[src/rtl/tff_count_sequencer.sv]
// tff_count_sequencer: drives a W-bit T flip-flop bank as a loadable up/down counter purely through toggle enables.
module tff_count_sequencer #(
    parameter int W = 4
) (
    input  logic         clk,
    input  logic         rst,
    input  logic         start,
    input  logic         abort,
    input  logic         up_down,
    input  logic         reload,
    input  logic [W-1:0] limit,
    output logic [W-1:0] q,
    output logic [W-1:0] t_vec,
    output logic         busy,
    output logic         done
);
    typedef enum logic [1:0] {IDLE, LOAD, RUN} state_t;
    state_t state, state_nx;
    logic up_l, reload_l, at_term;
    logic [W-1:0] limit_l, term, init, cnt_t;
    assign term = up_l ? limit_l : '0;
    assign init = up_l ? '0 : limit_l;
    assign at_term = q == term;
    assign busy = state != IDLE;
    assign cnt_t[0] = 1'b1;
    // a bit toggles when every lower bit is 1 (up) or 0 (down)
    for (genvar i = 1; i < W; i++) begin : g_cnt
        assign cnt_t[i] = up_l ? &q[i-1:0] : ~|q[i-1:0];
    end
    always_comb begin
        state_nx = state;
        t_vec = '0;
        case (state)
            IDLE: state_nx = start ? LOAD : IDLE;
            LOAD: begin
                state_nx = abort ? IDLE : RUN;
                t_vec = abort ? '0 : q ^ init;
            end
            RUN: begin
                state_nx = abort ? IDLE : at_term ? (reload_l ? LOAD : IDLE) : RUN;
                t_vec = (abort || at_term) ? '0 : cnt_t;
            end
            default: state_nx = IDLE;
        endcase
    end
    always_ff @(posedge clk) begin
        if (rst) begin
            state <= IDLE;
            q <= '0;
            done <= 1'b0;
            up_l <= 1'b0;
            reload_l <= 1'b0;
            limit_l <= '0;
        end else begin
            state <= state_nx;
            q <= q ^ t_vec;
            done <= state == RUN && !abort && at_term;
            if (state == IDLE && start) begin
                up_l <= up_down;
                reload_l <= reload;
                limit_l <= limit;
            end
        end
    end
endmodule

[config.mk]
export PLATFORM = sky130hd
export DESIGN_NAME = tff_count_sequencer
export DESIGN_NICKNAME = d
export VERILOG_FILES = /design/src/rtl/tff_count_sequencer.sv
export SDC_FILE = /design/constraint.sdc
export NUM_CORES = 1
export LEC_CHECK = 0
export CAP_MARGIN = 15
export CORE_MARGIN = 2
export CORE_UTILIZATION = 44
export CTS_CLUSTER_DIAMETER = 30
export DETAILED_ROUTE_END_ITERATION = 16
export PLACE_DENSITY = 0.79
export SLEW_MARGIN = 20
export SYNTH_ARGS = -nofsm -noshare
export SYNTH_HDL_FRONTEND = slang
export SYNTH_SLANG_ARGS = --single-unit
[constraint.sdc]
create_clock -name clk -period 3 [get_ports clk]
set_input_delay 0.6 -clock clk [delete_from_list [all_inputs] [get_ports clk]]
set_output_delay 0.6 -clock clk [all_outputs]
set_load 0.01 [all_outputs]
======== Word level (Yosys, flattened, before mapping) ========
Cells that the tools add are included.
storage, ports and cells
  bits in registers ....................... 13
cells by class
  eq/ne operators ......................... 3
  mux-type cells .......................... 14
  bitwise gates (word level) .............. 2
  reductions and logical operators ........ 14
operators by type and width
  cell                                                 number
  two-way mux 4 bit                                    4
  case mux 4 bit (2 select lines)                      1
  XOR 4 bit                                            2
  two-way mux 2 bit                                    3
  case mux 2 bit (3 select lines)                      1
  two-way mux 1 bit                                    5
  equality test 4 bit                                  1
  logical NOT 1 bit                                    4
  logical AND 1 bit                                    3
  AND reduction 3 bit                                  1
  OR reduction 3 bit                                   1
  equality test 2 x 1 -> 1 bit, second input constant  1
  equality test 2 bit, second input constant           1
  logical NOT 2 bit                                    1
  AND reduction 2 bit                                  1
  nonzero test 2 bit                                   1
  OR reduction 2 bit                                   1
  logical OR 1 bit                                     1

======== Longest topological paths before layout ========
  word-level depth ........................ 6
  depth in mapped cells ................... 7

======== Least setup slack after synthesis ========
OpenSTA, ideal clock, no wires.
  path type ............................... in2out
  from .................................... input abort
  to ...................................... output t_vec[1]
  arrival time ............................ 1625 ps
  required time ........................... 2400 ps
  slack ................................... 775 ps
  stages on the path ...................... 5
  path through ............................ and2b_1 -> a21boi_0 -> a32oi_4 -> nor2b_1 -> o21a_1
between the ends
  longest elaborated chain between the ends .. 3
ends and longest elaborated chain
  element                              line  source
  start: declaration                   8     input logic abort,
  logical OR 1 bit                     41    t_vec = (abort || at_term) ? '0 : cnt_t;
  two-way mux 4 bit                    41
  case mux 4 bit (2 select lines) (*)  33    case (state)
  end: declaration                     13    output logic [W-1:0] t_vec,
Every way passes the cells marked *; elsewhere a longest branch is shown, timed or not.

======== Final worst setup path ========
  from .................................... register state[0]
  to ...................................... output t_vec[1]
between the ends
  longest elaborated chain between the ends .. 2
ends and longest elaborated chain
  element                                                                     line  source
  start: declaration                                                          18    state_t state, state_nx;
  start signal: assignment                                                    55    state <= state_nx;
  equality test 2 bit / equality test 2 x 1 -> 1 bit (equally long branches)  33
  case mux 4 bit (2 select lines) (*)                                         33
Marked as above.

==> flow_summary_export.csv <==
group,metric,value,unit
yosys,synth.net_count,137,
place,gp_congestion,0.822,
layout,postLayoutCellArea,1280,um^2
power,leakage,0.000502,uW
global_route,grt_pass1_wl,3970,um
critical_path,critPathLaunch,"state[0]$_SDFF_PP0_",
die,fp.dieW,52.0,um
die,fp-row-count,17,
yosys,synth.most_common_cell,"dfxtp_1",
yosys,synth_largest_area_cell,"dfxtp_1",
route,wl_met1,998,um
die,initial_core_util,0.463,
layout,n_fill_cell,209,
timing,worst_pin_slew,399,ps
yosys,synth_area,1010,um^2
critical_path,cp.arrival,2170,ps
clock_tree,insertion_delay,280,ps
global_route,grt_pass1_vias,914,
route,initialDrtViolationCount,22,
route,wirelength,2270,um
critical_path,cp-end-kind,"primary output",
timing,slew_headroom,0.733,
timing,min_period,2770,ps
job,cap_violations,0,
die,boundaryPins,20,
yosys,yosysUniqueCellTypes,38,
global_route,grtUsageTotal,0.195,
layout,syn2layout_area_growth,26.3,%
clock_tree,numCtsBuffers,3,
die,core,2190,um^2
critical_path,critPathRequiredTime,2400,ps
timing,skew,5.22,ps
global_route,gr-total-overflow,0,
yosys,synth_common_cells,"13 x dfxtp_1, 11 x nand3_1, 9 x nand2_1, 9 x nor2_1, 8 x a21oi_1",
yosys,synth-main-ff-cell,"dfxtp_1",
timing,finalMaxSlewViolations,0,
clock_tree,root_buffer,"clkbuf_4",
timing,hold_viol_final,0,
route,wl_met3,89,um
clock_tree,cts_max_level,1,
worst_hold_path,holdPathStages,2,
layout,multi_input_area,672,um^2
critical_path,timing_worst_setup_path_type,"register to primary output",
global_route,antenna_found_initial,0,
clock_tree,clk_path_buf_depth,2,
critical_path,rr_worst_depth,7,
critical_path,worstSetupStartpointType,"register",
clock_tree,clock_sinks,13,
route,met2_length,1180,um
die,fp.dieArea,2700,um^2
timing,holdWs,474,ps
route,vias,976,
yosys,async_reset_ff_frac,0,
yosys,synth_top_area_share,0.257,
layout,nets,161,
route,drtAntennaViolNets,0,
clock_tree,cts_tree,"built",
route,viasPerCell,5.61,
yosys,synth_area_leaders,"dfxtp_1 26%, nand3_1 5.4%, ha_1 4.9%, nor2b_1 4.3%, xnor2_1 4.3%",
route,drc,0,
route,firstDrtPassIters,4,
worst_hold_path,timing.hold.worst.class,"register to register",
critical_path,cp_max_fo,4,
timing,post-route-period-util,0.923,
place,port_buffers,19,
route,top_layer,"met4",
layout,antenna_cells,0,
yosys,avgSynthCellArea,8.24,um^2
yosys,synth.yosys.seq_area_share,0.257,
yosys,yosys_warnings,0,
worst_hold_path,hp-start,"reload_l$_SDFFE_PP0P_",
place,dp_hpwl,1700,um
layout,drive_gt1_frac,0.144,
yosys,synth_edf_count,0,
place,place_area,1220,um^2
power,worst_ir_drop_vdd,222,uV
yosys,synth-seq-cells,13,
route,detail_route.wl_per_cell,13.1,um
die,fp.dieH,52.0,um
timing,fmax,0.361,GHz
yosys,synth_cells,123,
clock_tree,clkTransAtPathRegs,80,ps
power,powerDensity,382,nW/um^2
timing,finalSetupViolations,0,
clock_tree,hold_buffers,0,
layout,regArea,260,um^2
status,status,"completed",
critical_path,r2r-start,"state[0]$_SDFF_PP0_",
global_route,grt_max_degree,14,
timing,rsz0062_at_grt,"no",
==> registers in the layout (all words and copies together) (netlist names) <==
signal	flops
done	1
limit_l	4
q	4
reload_l	1
state	2
up_l	1
==> critical path, cell delays in order (launching register included) <==
cell and delay (ps):
dfxtp_1 360, inv_1 80, ha_1 200, and2b_1 180
buf_4 150, a32oi_4 300, buf_6 150, nor2b_1 50
o21a_1 160, dlygate4sd2_1 270
==> kinds of logic after synthesis <==
logic type	Yosys count	share of synthesized area
AO/OA/AOI/OAI	32	0.273
XOR/XNOR	7	0.0605
adder cells (fa/ha/maj)	4	0.0494
buffers and inverters	16	0.0839
flip-flops	13	0.257
multiplexers	1	0.0148
AND/OR/NAND/NOR	50	0.262
==> final timing paths <==
check / endpoint / slack [ps]
hold / removal: reload_l$_SDFFE_PP0P_ / 470
setup reg to reg: q[0]$_SDFF_PP0_ / 970
hold reg to reg: reload_l$_SDFFE_PP0P_ / 470
setup / recovery: t_vec[1] / 230
==> layer usage <==
layer,vias to the layer above,GRT usage
met3,2,0.0431
met1,462,0.223
li1,491,-
met5,-,0
met4,0,0.0482
met2,21,0.361
==> cells in the final DEF (no fill, tap or decap), drive strengths merged, types with 2 or more instances in the layout <==
cell type and instances:
xor2 2, buf 9, dfxtp 13, a21oi 8
or3 2, o211ai 2, nand2 9, nand3 11
nor2 9, and4bb 2, nor3 3, inv 6
o311ai 2, ha 4, and3 2, dlygate4sd2 4
o311a 2, o21ai 2, a32oi 2, a2bb2oi 2
xnor2 5, clkinv 2, o2111ai 4, nor2b 7
o21a 4, clkdlybuf4s50 14, clkbuf 3
==> stage by stage <==
step / TNS (ps) / power, uW / std cells / utilization / worst slack [ps]
CTS: 0 / 489 / 174 / 0.583 / 8.58
finish: 0 / 489 / 174 / 0.584 / 232
detailed placement: -719 / 376 / 167 / 0.559 / -215
global route: 0 / 526 / 174 / 0.584 / 101
global placement: -444 / 369 / 167 / 0.559 / -138
floorplan: 0 / 332 / 123 / - / 775
==> cell type report <==
class / count / area share
tap: 28 / 0.0274
sequential: 13 / 0.203
timing repair buffer: 28 / 0.202
multi-input combinational: 94 / 0.525
clock inverter: 1 / 0.00391
clock buffer: 3 / 0.0176
inverter: 7 / 0.0205
==> report_power, final <==
part / internal, uW / total [uW] / switching (uW)
clock network: 49.4 / 112 / 62.2
logic: 80.9 / 160 / 79.4
registers: 187 / 217 / 29.6
total: 318 / 489 / 171
==> repair_timing <==
action                                  4_1_cts  5_1_grt
buffers inserted                              3        0
pin swaps                                     1        1
endpoints found under the hold margin         0        0
resized for setup                             7        1
endpoints found under the setup margin        4        1
Note: power is estimated with default switching activity, not from simulation.
